--- src/rtl/uart_pkg.sv ---
// ---------------------------------------------------------------------------
// uart_pkg
// Shared types and constants for the UART transmit-side arbitration logic.
//   arb_state_t      : arbiter FSM state (IDLE, HDR, DATA)
//   ID_HDR_BASE      : upper nibble of the optional per-packet ID header byte
//   UART_NUM_REQ_MAX : largest supported requester count
// No ports (package).
// ---------------------------------------------------------------------------
package uart_pkg;

    typedef enum logic [1:0] {
        IDLE = 2'd0,
        HDR  = 2'd1,
        DATA = 2'd2
    } arb_state_t;

    localparam logic [7:0] ID_HDR_BASE      = 8'hA0;
    localparam int         UART_NUM_REQ_MAX = 8;

endpackage

--- src/rtl/uart_tx_arbiter_rr_pick.sv ---
// ---------------------------------------------------------------------------
// rr_pick
// Combinational round-robin picker. Searches ptr+1, ptr+2, ... (mod N) and
// returns the first requester with its bit set. Built as rotate, priority
// encode, un-rotate so it can be reused by other bus arbiters.
// Ports:
//   req     [N-1:0] : request vector
//   ptr     [W-1:0] : index of the last winner (search starts one past it)
//   gnt_idx [W-1:0] : index of the selected requester (0 when none)
//   any             : at least one request bit is set
// ---------------------------------------------------------------------------
module rr_pick #(
    parameter int N = 4,
    parameter int W = $clog2(N)
) (
    input  logic [N-1:0] req,
    input  logic [W-1:0] ptr,
    output logic [W-1:0] gnt_idx,
    output logic         any
);

    // w_src[k] is the original requester index sitting at rotated slot k;
    // it serves both the rotate and the un-rotate.
    logic [W-1:0] w_src [N];
    logic [N-1:0] w_rot;

    generate
        for (genvar gi = 0; gi < N; gi++) begin : g_rot
            assign w_src[gi] = W'((int'(ptr) + gi + 1) % N);
            assign w_rot[gi] = req[w_src[gi]];
        end
    endgenerate

    // Lowest rotated slot wins; scanning downward lets the last hit stand.
    always_comb begin
        gnt_idx = '0;
        any     = |w_rot;
        for (int i = N - 1; i >= 0; i--) begin
            if (w_rot[i]) begin
                gnt_idx = w_src[i];
            end
        end
    end

endmodule

--- src/rtl/uart_tx_arbiter.sv ---
// ---------------------------------------------------------------------------
// uart_tx_arbiter
// Packet-level round-robin arbiter sharing one UART transmitter among
// NUM_REQ byte-stream requesters. A grant is held from a packet's first byte
// through its req_last byte, so packets never interleave on the line.
// Optional feature macro: UART_ARB_ID_HEADER_EN -- when defined, every packet
// is prefixed by one header byte ID_HDR_BASE | grant_id.
// Ports:
//   clk                  : system clock
//   rst_n                : synchronous active-low reset
//   req_valid [NUM_REQ]  : per-requester byte valid
//   req_data  [8*NUM_REQ]: requester i byte at [8*i+7:8*i]
//   req_last  [NUM_REQ]  : final byte of a packet (qualified by req_valid)
//   req_ready [NUM_REQ]  : per-requester accept, at most one bit high
//   tx_data   [8]        : byte to the transmitter
//   tx_valid             : byte valid to the transmitter
//   tx_ready             : transmitter accepts the byte
//   grant_id  [GRANT_W]  : current owner, holds last value while idle
//   busy                 : registered, high while not IDLE
// ---------------------------------------------------------------------------
module uart_tx_arbiter
    import uart_pkg::*;
#(
    parameter int NUM_REQ = 4,
    parameter int GRANT_W = $clog2(NUM_REQ)
) (
    input  logic                   clk,
    input  logic                   rst_n,
    input  logic [NUM_REQ-1:0]     req_valid,
    input  logic [NUM_REQ*8-1:0]   req_data,
    input  logic [NUM_REQ-1:0]     req_last,
    output logic [NUM_REQ-1:0]     req_ready,
    output logic [7:0]             tx_data,
    output logic                   tx_valid,
    input  logic                   tx_ready,
    output logic [GRANT_W-1:0]     grant_id,
    output logic                   busy
);

    arb_state_t         r_state;
    arb_state_t         w_state_next;
    logic [GRANT_W-1:0] r_ptr;
    logic [GRANT_W-1:0] w_ptr_next;
    logic [GRANT_W-1:0] r_grant;
    logic [GRANT_W-1:0] w_grant_next;
    logic               r_busy;

    logic [GRANT_W-1:0] w_pick;
    logic               w_any;
    logic [7:0]         w_bytes [NUM_REQ];

    generate
        for (genvar gi = 0; gi < NUM_REQ; gi++) begin : g_bytes
            assign w_bytes[gi] = req_data[8*gi +: 8];
        end
    endgenerate

    rr_pick #(
        .N (NUM_REQ),
        .W (GRANT_W)
    ) u_rr_pick (
        .req     (req_valid),
        .ptr     (r_ptr),
        .gnt_idx (w_pick),
        .any     (w_any)
    );

    always_ff @(posedge clk) begin
        if (!rst_n) begin
            r_state <= IDLE;
            r_ptr   <= GRANT_W'(NUM_REQ - 1);
            r_grant <= '0;
            r_busy  <= 1'b0;
        end else begin
            r_state <= w_state_next;
            r_ptr   <= w_ptr_next;
            r_grant <= w_grant_next;
            r_busy  <= (w_state_next != IDLE);
        end
    end

    always_comb begin
        w_state_next = r_state;
        w_ptr_next   = r_ptr;
        w_grant_next = r_grant;
        tx_valid     = 1'b0;
        tx_data      = '0;
        req_ready    = '0;
        case (r_state)
            IDLE: begin
                if (w_any) begin
                    w_grant_next = w_pick;
`ifdef UART_ARB_ID_HEADER_EN
                    w_state_next = HDR;
`else
                    w_state_next = DATA;
`endif
                end
            end
`ifdef UART_ARB_ID_HEADER_EN
            HDR: begin
                tx_valid = 1'b1;
                tx_data  = ID_HDR_BASE | 8'(r_grant);
                if (tx_ready) begin
                    w_state_next = DATA;
                end
            end
`endif
            DATA: begin
                // Straight pass-through from the owner; no extra register stage.
                tx_valid           = req_valid[r_grant];
                tx_data            = w_bytes[r_grant];
                req_ready[r_grant] = tx_ready;
                if (req_valid[r_grant] && tx_ready && req_last[r_grant]) begin
                    w_state_next = IDLE;
                    w_ptr_next   = r_grant;
                end
            end
            default: begin
                w_state_next = IDLE;
            end
        endcase
    end

    assign grant_id = r_grant;
    assign busy     = r_busy;

endmodule

--- config.mk ---
export PLATFORM = sky130hd
export DESIGN_NAME = uart_tx_arbiter
export DESIGN_NICKNAME = d
export VERILOG_FILES = /design/src/rtl/uart_pkg.sv /design/src/rtl/uart_tx_arbiter_rr_pick.sv /design/src/rtl/uart_tx_arbiter.sv
export SDC_FILE = /design/constraint.sdc
export NUM_CORES = 1
export LEC_CHECK = 0
export CELL_PAD_IN_SITES_DETAIL_PLACEMENT = 0
export CELL_PAD_IN_SITES_GLOBAL_PLACEMENT = 1
export CORE_MARGIN = 3
export CORE_UTILIZATION = 22
export DETAILED_ROUTE_END_ITERATION = 8
export GPL_TIMING_DRIVEN = 0
export PLACE_DENSITY_LB_ADDON = 0.1
export REMOVE_ABC_BUFFERS = 1
export SLEW_MARGIN = 10
export SYNTH_ARGS = -nofsm -noshare
export SYNTH_HDL_FRONTEND = slang
export SYNTH_HIERARCHICAL = 1
export SYNTH_SLANG_ARGS = --single-unit
--- constraint.sdc ---
create_clock -name clk -period 1.8 [get_ports clk]
set_input_delay 0.18 -clock clk [delete_from_list [all_inputs] [get_ports clk]]
set_output_delay 0.18 -clock clk [all_outputs]
set_load 0.05 [all_outputs]
* Yosys cells after proc, flatten, opt, wreduce, memory -nomap -nowiden
Index checks and enable logic that the tools add are counted.
W data, S select, Z words.
** Cells by class
- Add/sub/neg operators :: 6
- Order comparisons :: 7
- Equality and inequality tests :: 1
- Muxes and demuxes :: 27
- Bitwise operators :: 2
- Reductions and logical operators :: 8
** Operators with widths (number)
- $mux W8 :: 3
- $bmux W8 S2 :: 1
- $lt A2 B3 Y1 const B :: 5
- $bmux W1 S2 :: 6
- $mux W2 :: 6
- $add A2 B2 Y2 const B :: 5
- $mux W1 :: 8
- $and A4 B4 Y4 :: 1
- $mux W4 :: 1
- $pmux W2 S2 :: 1
- $reduce_and A2 Y1 :: 2
- $reduce_or A4 Y1 :: 1
- $ge A3 B3 Y1 const B :: 1
- $logic_and A1 B1 Y1 :: 3
- $not A2 Y3 :: 1
- $add A2 B1 Y2 const B :: 1
- $demux W1 S2 :: 1
- $eq A2 B2 Y1 const B :: 1
- $ge A2 B1 Y1 const B :: 1
- $logic_not A2 Y1 :: 1
- $reduce_bool A2 Y1 :: 1
** Word-level totals
- Flip-flop bits (word level) :: 7
- Input bits :: 43
- Output and inout port bits :: 16
- Logic and storage cells :: 55

* Depth between registers and ports, before layout
Gate-level depths: netlist of the first run.
- Depth in word-level cells :: 8
- Gate-level depth with buffers :: 5
- Mapped depth without buffers :: 5

* Hierarchy
The synthesis of the first run kept the hierarchy.
** Modules (own cells, without submodules)
- uart_tx_arbiter :: times used 1, cells an instance 58, area an instance 645.6 µm², seq. area each 140.1 µm²
- rr_pick :: times used 1, cells an instance 14, area an instance 83.8 µm², seq. area each 0.0 µm²

* Least setup slack after synthesis of the first run
Ideal clock, no wire load.
- Path type :: reg-to-output
- Start :: register r_grant[1], in the netlist grant_id[1]
- End :: output port req_ready[2]
- Arrival time :: 2.373 ns
- Required time :: 1.620 ns
- Setup slack :: -0.753 ns
- Cell stages (with the launch flop) :: 4
- Path buffers :: 2
- Cell sequence :: dfxtp_1 -> buf_2 -> clkbuf_1 -> nor3b_1
** On the way
- Cells in the longest elaborated chain, start to end :: 6
- Elaborated cells on any way between the ends :: 7
- Classes of those cells :: 2 x order compare; 3 x mux; 1 x bitwise; 1 x reduce/logical
** Ends and longest elaborated chain
- from (decl) :: line uart_tx_arbiter.sv:44 : logic [GRANT_W-1:0] r_grant;
- from (signal assigned) :: line uart_tx_arbiter.sv:77 : r_grant <= w_grant_next;
- $lt A2 B3 Y1 (not written as such) or $ge A2 B1 Y1 (tied branches) :: line uart_tx_arbiter.sv:113 : req_ready[r_grant] = tx_ready;
- $logic_and A1 B1 Y1 (not written as such) :: line uart_tx_arbiter.sv:113
- $mux W1 (not written as such) :: line uart_tx_arbiter.sv:113
- $demux W1 S2 * :: line uart_tx_arbiter.sv:113
- $and A4 B4 Y4 (no line) *
- $mux W4 * :: line uart_tx_arbiter.sv:89 : case (r_state)
- to (decl) :: line uart_tx_arbiter.sv:32 : output logic [NUM_REQ-1:0] req_ready,
Mark *: on every way between the ends. The rest lies on a longest branch, timed or not.

* Final worst setup path of the first run
- Start :: register r_grant[0], in the netlist grant_id[0]
- End :: output port tx_data[2]
** On the way
- Cells in the longest elaborated chain, start to end :: 5
** Ends and longest elaborated chain
- $not A2 Y3 (not written as such) :: line uart_tx_arbiter.sv:112 : tx_data = w_bytes[r_grant];
- $bmux W8 S2 :: line uart_tx_arbiter.sv:112
- $mux W8 (not written as such) (2 in series) :: line uart_tx_arbiter.sv:112
- $mux W8 :: line uart_tx_arbiter.sv:89
- to (decl) :: line uart_tx_arbiter.sv:33 : output logic [7:0] tx_data,
Every way passes these cells. The select of a mux whose other input is x is not followed.

==> results of run 1 <==
## critical path: cells and delay by family (launching register included)
| family | cells | cell delay, ns |
|---|---|---|
| buf+inv | 2 | 0.32 |
| flops | 1 | 0.42 |
| mux | 1 | 0.48 |
| simple gates | 1 | 0.15 |
## final timing paths
kind	from	end	slack [ns]	cells after the start
setup reg to reg	grant_id[0]	busy	0.17	5
hold / removal	req_valid[3]	r_ptr[0]	0.43	3
setup / recovery	grant_id[0]	tx_data[2]	0.0001	4
hold reg to reg	r_ptr[0]	r_ptr[0]	0.53	2
## per-stage QoR
step / TNS, ns / instances / worst slack [ns] / cell area, um2 / util (%)
floorplan: -6.27 / 68 / -0.554 / 704 / -
global placement: -9.13 / 170 / -0.808 / 1340 / 43.2
detailed placement: -9.37 / 170 / -0.823 / 1340 / 43.2
CTS: -0.215 / 181 / -0.113 / 1450 / 46.7
global route: -0.432 / 181 / -0.0710 / 1450 / 46.8
finish: 0 / 181 / 0.000135 / 1450 / 46.8
## where the power goes
group	internal (mW)	total [mW]	leakage [nW]	switching [mW]
Sequential	0.162	0.177	0.0591	0.0149
Clock	0.0848	0.147	0.0150	0.0617
Combinational	0.181	0.293	0.520	0.112
## layout by cell type (no fill, tap or decap), types with 2 or more instances in the layout
cell type / instances
buf_4: 3
nand3b_1: 2
a31oi_1: 3
clkbuf_4: 3
buf_6: 10
dfxtp_4: 2
mux2i_1: 2
nor3b_1: 2
nand2_1: 2
dlymetal6s2s_1: 3
nor2b_4: 3
and3b_1: 2
nor2_1: 5
o21a_1: 2
dfxtp_1: 5
nand2b_1: 3
nor2b_1: 9
clkdlybuf4s50_1: 42
buf_8: 2
clkbuf_2: 4
mux4_2: 10
## repair_timing
| item | CTS | global route |
|---|---|---|
| setup buffers | 7 | 0 |
| hold buffers | 0 | 0 |
| gates resized for setup | 73 | 24 |
| endpoints found under the setup margin | 18 | 15 |
## layout make-up
class / count / area [um2] / share of cell area, %
clock buffers: 4 / 26.3 / 1.81
inverters: 1 / 3.75 / 0.258
multi-input cells: 60 / 572 / 39.4
flip-flops and latches: 7 / 148 / 10.2
well taps: 44 / 55.1 / 3.79
repair buffers: 65 / 648 / 44.6
## logic make-up after synthesis
family,count (synthesis),share of synthesized area [%]
AO/OA/AOI/OAI,14,13.2
AND/OR/NAND/NOR,33,28.0
multiplexers,12,35.2
flip-flops,7,19.2
other,1,0.514
buffers and inverters,5,3.94
## per-layer routing
metal  wire [um]  vias to the layer above  part of all wire (%)  GRT usage, %
met1        1150                      400                    44          16.1
li1            -                      406                     -             -
met4          29                        0                   1.1          5.66
met2        1180                       46                    45          22.0
met5           0                        -                     0             0
met3         260                        2                   9.9          3.21
## flip-flops by register name, summed over array words and instances (netlist names)
signal / count
grant_id: 2
r_ptr: 2
busy: 1
r_state: 2
==> qor.txt, run 1 <==
Vias in the first global route = 869
Cts bufs inserted = 3
Overall Power = 0.617 mW
Worst Path Required = 1.62 ns
Critical-path cell list = buf_4 -> mux4_2 -> nor2b_1 -> buf_6
Final Hold Fails = 0
Skew-Pair Late Insertion Delay = 0.25 ns
Max Clock Skew = 0.00743 ns
Top cell type's share of synthesized area = 21.6%
Top cells by area, synth = mux4_2 (22%), dfxtp_1 (19%), mux4_1 (11%), nor2b_1 (10%), mux2i_1 (2.7%)
Final HPWL from detailed placement = 1.92 mm
Critical Path Fanout Max = 6
I/O Pins = 59
Htree depth = 1
Worst Hold Class = input pin to flip-flop
Initial Util = 23.5%
FF+latch count, synth = 7
Unrepaired setup endpoints after global routing = yes
CP Launch Type = flip-flop
Routed vias/inst = 4.72
PD cells = 425 nW/um2
Clk pin slew, worst setup/hold paths = 0.06 ns
Crit. End Element = output port
Grt total ovfl = 0
Fmax = 0.556 GHz
Synth async-reset ratio = 0%
Layout cell share with drive strength beyond 1 = 29.2%
Crit path DAT = 1.62 ns
Longest Clk Path Bufs = 2
WL per Instance = 14.5 um
Mapped Area = 729 um2
Post-route ant nets = 0
Die area = 4040 um2
Synth cell count leaders = nor2b_1 (12), dfxtp_1 (7), mux4_2 (7), nor2_1 (5)
Port-buffer cells = 58
Final-report setup violation count = 0
Placement row count = 20
Status = finished clean
First drt pass iteration count = 4
Cell count after synthesis = 72
Fillcell total = 321
Count leader, synth = nor2b_1
Final critical-path required period = 1.80 ns
Distinct cells, synth = 32
First-pass GRT wire length = 4.18 mm
Die width = 63.6 um
Tightest Pin Transition = 0.595 ns
Area Overhead vs Synth = 99.1%
CTS tree = done
Top cell type by total area after synthesis = mux4_2
Main flop type after synthesis = dfxtp_1
Total number of yosys warnings = 6
Critical Setup Path Class = flip-flop to output port
Slowest cell on crit path = mux4_2
Core area = 3100 um2
Post-synth EDFFs = 0
Starting DRT DRC Count = 12
Crit path largest cell delay = 0.48 ns
Root buffer cell = clkbuf_4
Final #Nets = 181
DRC viols = 0
Die Span Y = 63.6 um
Mean area per synthesized cell = 10.1 um2
RD Place Congestion = 0.743
Period utilization = 100%
Ant diodes = 0
Final Slew Violations = 0
Initial antenna violation count = 0
LEAKAGE = 0.594 nW
Largest net degree at the start of global routing = 22
VDD IR max = 0.166 mV
# Max-Cap Violations = 0
Hold Slack = 0.427 ns
Slew margin rel. = 60.2%
CTS sink cnt = 7
Total GRT Usage = 13.2%
Total Wirelength = 2.62 mm
Via count = 854
Seq/Total Area, Yosys = 19.2%
(Power assumes the default switching activity.)
==> inputs of run 2 (changes only) <==
GPL_ROUTABILITY_DRIVEN = 0   (was default)
==> results of run 2 <==
Same layout as run 1: the final DEF is identical, and so are final timing and power.
==> inputs of run 3 (changes only) <==
GPL_ROUTABILITY_DRIVEN = default   (was 0)
==> results of run 3 <==
Same layout as run 1: the final DEF is identical, and so are final timing and power.
